$ cat config.mk
export PLATFORM = sky130hd
export DESIGN_NAME = mb32_bist
export DESIGN_NICKNAME = d
export VERILOG_FILES = /design/src/rtl/mb_pkg.sv /design/src/rtl/mb_misr.sv /design/src/rtl/mb32_bist.sv
export SDC_FILE = /design/constraint.sdc
export NUM_CORES = 1
export LEC_CHECK = 0
export ABC_AREA = 1
export CAP_MARGIN = 20
export CORE_MARGIN = 8
export CORE_UTILIZATION = 51
export CTS_CLUSTER_SIZE = 8
export DETAILED_ROUTE_END_ITERATION = 16
export HOLD_SLACK_MARGIN = 0.15
export PLACE_DENSITY = 0.79
export SLEW_MARGIN = 10
export SYNTH_ARGS = -nofsm -noshare
export SYNTH_HDL_FRONTEND = slang
export SYNTH_HIERARCHICAL = 1
export SYNTH_SLANG_ARGS = --single-unit
$ cat constraint.sdc
create_clock -name CLK -period 6.77 [get_ports CLK]
set_clock_uncertainty 0.1 [all_clocks]
set_input_delay 1.354 -clock CLK [delete_from_list [all_inputs] [get_ports CLK]]
set_output_delay 1.354 -clock CLK [all_outputs]
set_load 0.02 [all_outputs]
$ cat src/rtl/mb_pkg.sv
// Shared types, default polynomials and step functions for the mb32 BIST slice.
package mb_pkg;

    typedef enum logic [1:0] {
        IDLE  = 2'd0,
        RUN   = 2'd1,
        FLUSH = 2'd2,
        DONE  = 2'd3
    } mb_state_t;

    // x^32+x^22+x^2+x+1
    localparam logic [31:0] DEF_LPOLY = 32'h0040_0007;
    // x^64+x^4+x^3+x+1
    localparam logic [63:0] DEF_MPOLY = 64'h0000_0000_0000_001B;

    // Galois LFSR step on the low w bits; callers truncate the result to w bits.
    function automatic logic [63:0] lfsr_next(input logic [63:0] s,
                                              input logic [63:0] poly,
                                              input int unsigned w);
        return {s[62:0], 1'b0} ^ (s[w-1] ? poly : '0);
    endfunction

    // MISR step on the low w bits: Galois shift then absorb the data word.
    function automatic logic [63:0] misr_next(input logic [63:0] m,
                                              input logic [63:0] d,
                                              input logic [63:0] poly,
                                              input int unsigned w);
        return ({m[62:0], 1'b0} ^ (m[w-1] ? poly : '0)) ^ d;
    endfunction

endpackage

$ cat src/rtl/mb_misr.sv
// Multiple-input signature register with synchronous clear and absorb enable.
module mb_misr
    import mb_pkg::*;
#(
    parameter int unsigned     W2   = 64,
    parameter logic [W2-1:0]   POLY = W2'(DEF_MPOLY)
) (
    input  logic          CLK,
    input  logic          RST,
    input  logic          clr,
    input  logic          en,
    input  logic [W2-1:0] din,
    output logic [W2-1:0] sig
);

    // Signature register: clear wins over absorb.
    always_ff @(posedge CLK or posedge RST) begin
        if (RST) begin
            sig <= '0;
        end else if (clr) begin
            sig <= '0;
        end else if (en) begin
            sig <= W2'(misr_next(64'(sig), 64'(din), 64'(POLY), W2));
        end
    end

endmodule

$ cat src/rtl/mb32_bist.sv
// BIST controller for the radix-4 Booth multiplier: LFSR operand generator,
// latency-aligned MISR analyser and golden-signature compare. WIDTH <= 32.
module mb32_bist
    import mb_pkg::*;
#(
    parameter int unsigned           WIDTH      = 32,
    parameter int unsigned           LAT        = 3,
    parameter int unsigned           NVEC       = 10000,
    parameter logic [WIDTH-1:0]      SEED_X     = WIDTH'(32'h0000_0001),
    parameter logic [WIDTH-1:0]      SEED_Y     = WIDTH'(32'h0000_0003),
    parameter logic [WIDTH-1:0]      LPOLY      = WIDTH'(DEF_LPOLY),
    parameter logic [2*WIDTH-1:0]    MPOLY      = (2*WIDTH)'(DEF_MPOLY),
    parameter logic [2*WIDTH-1:0]    GOLDEN_SIG = '0
) (
    input  logic                 CLK,
    input  logic                 RST,
    input  logic                 start,
    output logic [WIDTH-1:0]     mx_out,
    output logic [WIDTH-1:0]     my_out,
    input  logic [2*WIDTH-1:0]   product_in,
    output logic                 busy,
    output logic                 done,
    output logic                 pass,
    output logic [2*WIDTH-1:0]   signature,
    output logic [31:0]          vec_count
);

    mb_state_t          state, next_state;
    logic               load;
    logic               finish;
    logic               last_vec;
    logic [31:0]        fl_cnt;
    logic [LAT-1:0]     vpipe;
    logic [2*WIDTH-1:0] sig_next;

    assign last_vec = (vec_count == 32'(NVEC - 1));
    assign busy     = (state == RUN) || (state == FLUSH);
    assign done     = (state == DONE);

    // Value the MISR will hold after this edge, used for the final pass compare.
    assign sig_next = (2*WIDTH)'(misr_next(64'(signature), 64'(product_in), 64'(MPOLY), 2*WIDTH));

    // State register.
    always_ff @(posedge CLK or posedge RST) begin
        if (RST) begin
            state <= IDLE;
        end else begin
            state <= next_state;
        end
    end

    // Next-state decode plus load/finish strobes; start is only heard in IDLE and DONE.
    always_comb begin
        next_state = state;
        load       = 1'b0;
        finish     = 1'b0;
        case (state)
            IDLE, DONE: begin
                if (start) begin
                    next_state = RUN;
                    load       = 1'b1;
                end
            end
            RUN: begin
                if (last_vec) begin
                    next_state = FLUSH;
                end
            end
            FLUSH: begin
                if (fl_cnt == 32'(LAT - 1)) begin
                    next_state = DONE;
                    finish     = 1'b1;
                end
            end
            default: next_state = IDLE;
        endcase
    end

    // Operand LFSRs, vector/flush counters and registered pass flag.
    always_ff @(posedge CLK or posedge RST) begin
        if (RST) begin
            mx_out    <= '0;
            my_out    <= '0;
            vec_count <= '0;
            fl_cnt    <= '0;
            pass      <= 1'b0;
        end else if (load) begin
            mx_out    <= SEED_X;
            my_out    <= SEED_Y;
            vec_count <= '0;
            fl_cnt    <= '0;
            pass      <= 1'b0;
        end else if (state == RUN) begin
            if (vec_count < 32'(NVEC)) begin
                vec_count <= vec_count + 32'd1;
            end
            if (!last_vec) begin
                mx_out <= WIDTH'(lfsr_next(64'(mx_out), 64'(LPOLY), WIDTH));
                my_out <= WIDTH'(lfsr_next(64'(my_out), 64'(LPOLY), WIDTH));
            end
        end else if (state == FLUSH) begin
            fl_cnt <= fl_cnt + 32'd1;
            if (finish) begin
                pass <= (sig_next == GOLDEN_SIG);
            end
        end
    end

    // Valid pipe tracking which products returning from the multiplier belong to a vector.
    always_ff @(posedge CLK or posedge RST) begin
        if (RST) begin
            vpipe <= '0;
        end else begin
            vpipe[0] <= (state == RUN);
            for (int unsigned i = 1; i < LAT; i++) begin
                vpipe[i] <= vpipe[i-1];
            end
        end
    end

    mb_misr #(
        .W2   (2*WIDTH),
        .POLY (MPOLY)
    ) u_misr (
        .CLK (CLK),
        .RST (RST),
        .clr (load),
        .en  (vpipe[LAT-1]),
        .din (product_in),
        .sig (signature)
    );

endmodule

==> results_dict.tcl <==
set metrics [dict create \
    status "completed" \
    start_kind "primary input" \
    leakagePower_nw 6.36 \
    gp_congestion 0.892 \
    rsz0062_at_grt "false" \
    dieHeight_um 162 \
    post-dp-hpwl_um 22600 \
    grt_max_degree 115 \
    hold_violations 0 \
    setup_tns_ns 0 \
    track_usage_pct 23.9 \
    path_buf_inv 5 \
    via_per_inst 5.11 \
    final_area_um2 13900 \
    min_path_type "flip-flop to flip-flop" \
    slew_headroom_pct 32.7 \
    critical_path_class "primary input to flip-flop" \
    ys_warn_count 6 \
    max_freq_ghz 0.216 \
    crit_arrival_ns 4.81 \
    yosysTopAreaCell "dfrtp_1" \
    slowest_delay_ns 0.79 \
    cts.sinks 198 \
    p_comb_share_pct 45.1 \
    cts_setup_buffers 0 \
    finalSetupViolCount 0 \
    worstMarginPinSlew_ns 1.01 \
    num-fill-cells 1770 \
    power.share.clock_pct 20.4 \
    synth.avg_cell_area_um2 7.35 \
    post-route-period-util_pct 68.3 \
    grt_pass1_wl_um 50700 \
    internal_power_mw 2.88 \
    cp-end-kind "flip-flop" \
    cts_hold_buffers 0 \
    drtIter0Drc 912 \
    cts_tree "done" \
    cp_slowest_cell "buf_4" \
    critPathMostFrequentCell "buf_4" \
    fp.dieW_um 162 \
    die_area_um2 26100 \
    drt_wl_total_um 31100 \
    whs_path_depth 0 \
    multi_input_area_um2 4900 \
    io_buffer_count 229 \
    p_sw_share_pct 45.2 \
    std_cell_rows 53 \
    antenna_found_initial 3 \
    clk_pin_slew_ns 0.09 \
    fin_util_pct 66.7 \
    regArea_um2 4950 \
    fin_crit_ns 4.63 \
    cts.path.max_buffers 2 \
    crit_cells 8 \
    clk_latency_ns 0.44 \
    seq_power_share_pct 34.5 \
    synth_seq_cells 198 \
    drv_slew 0 \
    nNetsFinal 1757 \
    maxCapViolCount 0 \
    overflow 0 \
    synthDominantCellAreaShare_pct 45.8 \
    wl_per_cell_um 15.7 \
    cts-buffers-inserted 17 \
    path_delay_family "buffers and inverters" \
    worstPathMaxFanout 114 \
    ys_seq_area_share_pct 45.8 \
    syn_to_final_growth_pct 28.9 \
    synthCells 1470 \
    vias 10100 \
    switching_power_mw 2.38 \
    ys_types 38 \
    total_power_mw 5.27 \
    first_pass_iters 6 \
    synth_nets 1544 \
    grt_pass1_vias 9853 \
    drc 0 \
    htreeDepth 4 \
    power_density_nw_per_um2 378 \
    synth.area.top_cells "dfrtp_1 46%, nand2_1 17%, inv_1 6.4%" \
    num_io_pins 230 \
    r2r_cells 9 \
    irDropWorstVdd_uv 346 \
    drtAntennaViolNets 0 \
    synth_area_um2 10800 \
    drive_gt1_share_pct 3.54 \
    crit_required_ns 6.95 \
    place_area_um2 13300 \
    root_buffer "clkbuf_16" \
    initial_core_util_pct 51.7 \
    cts-resized-gates 0 \
    core_um2 20900 \
    path_cells "clkdlybuf4s50_1, nand2_2, buf_4, clkinv_1, buf_16, o21ai_4, buf_4, o21ai_0" \
]
logic make-up after synthesis:
family / synth area share [%]
adders and majority gates: 0.810
xor gates and xnor gates: 7.05
DFF: 45.8
and+or+nand+nor: 29.4
buffers and inverters: 8.87
AOI/OAI and AO/OA: 8.07
cells in the final DEF (no fill, tap or decap), types with 5 or more instances in the layout:
cell / n
a21oi_1: 15
buf_4: 5
clkbuf_16: 17
clkdlybuf4s50_1: 229
clkinv_8: 6
dfrtp_1: 198
ha_1: 7
inv_1: 182
inv_8: 5
nand2_1: 501
nand3_1: 55
nand4_1: 30
nor2_1: 152
nor3_1: 21
o21ai_0: 34
o21ai_1: 105
xnor2_1: 75
xor2_1: 12
cells in the mapped netlist, drive strengths merged:
cell type	number
o21bai	1
clkinv	1
nand4	30
nor3b	2
o21ai	140
a31oi	2
or2	3
nand3b	3
inv	187
a221oi	1
o21a	1
clkbuf	13
dfrtp	198
nor3	23
and3	1
nand2	505
buf	29
nand3	55
nor2	158
ha	7
nor4	1
o211ai	2
o22ai	3
xor2	12
a211oi	1
xnor2	75
a21oi	15
o31ai	1
sequential cells by signal (all words and copies together), names as in the netlist:
signal,cells
mx_out,32
state,2
pass,1
vpipe,3
vec_count,32
fl_cnt,32
u_misr/sig,64
my_out,32
area by class of cell:
type	count	share of cell area (%)
clock buffer	17	3.05
inverter	188	5.10
tap	275	2.47
sequential	198	35.6
antenna	3	0.0539
clock inverter	15	1.52
multi-input combinational	1042	35.2
timing repair buffer	236	17.1
power groups by stage:
| stage | registers, mW | logic (mW) | clock network (mW) |
|---|---|---|---|
| 6_report | 1.82 | 2.37 | 1.08 |
| 5_1_grt | 1.86 | 2.62 | 1.15 |
| 4_1_cts | 1.81 | 2.37 | 1.09 |
| 3_5_place_dp | 1.83 | 2.36 | 0 |
| 3_3_place_gp | 1.82 | 2.30 | 0 |
| 2_1_floorplan | 2.02 | 1.31 | 0 |
through the flow:
step	worst slack [ns]	cells	hold slack, ns
3_3_place_gp	1.40	1937	0.232
2_1_floorplan	1.73	1470	0.231
4_1_cts	2.12	1970	0.262
3_5_place_dp	1.64	1938	0.241
6_report	2.14	1974	0.261
5_1_grt	1.81	1974	0.268
final timing paths:
check                        endpoint  slack (ns)      from
setup / recovery           mx_out[23]        2.14     start
hold / removal               vpipe[1]        0.26  vpipe[0]
setup reg to reg           mx_out[23]        2.65  state[0]
hold reg to reg              vpipe[1]        0.26  vpipe[0]
max in group asynchronous  mx_out[24]        4.00       RST
min in group asynchronous   fl_cnt[5]        1.31       RST
layer usage:
| metal | vias to the layer above | global-route usage [%] | share of wire, % |
|---|---|---|---|
| li1 | 4990 | - | - |
| met1 | 4685 | 30.9 | 43 |
| met2 | 368 | 37.5 | 46 |
| met3 | 52 | 6.54 | 8.0 |
| met4 | 0 | 8.96 | 2.8 |
| met5 | - | 0 | 0 |
Power figures use the tool's default switching activity.
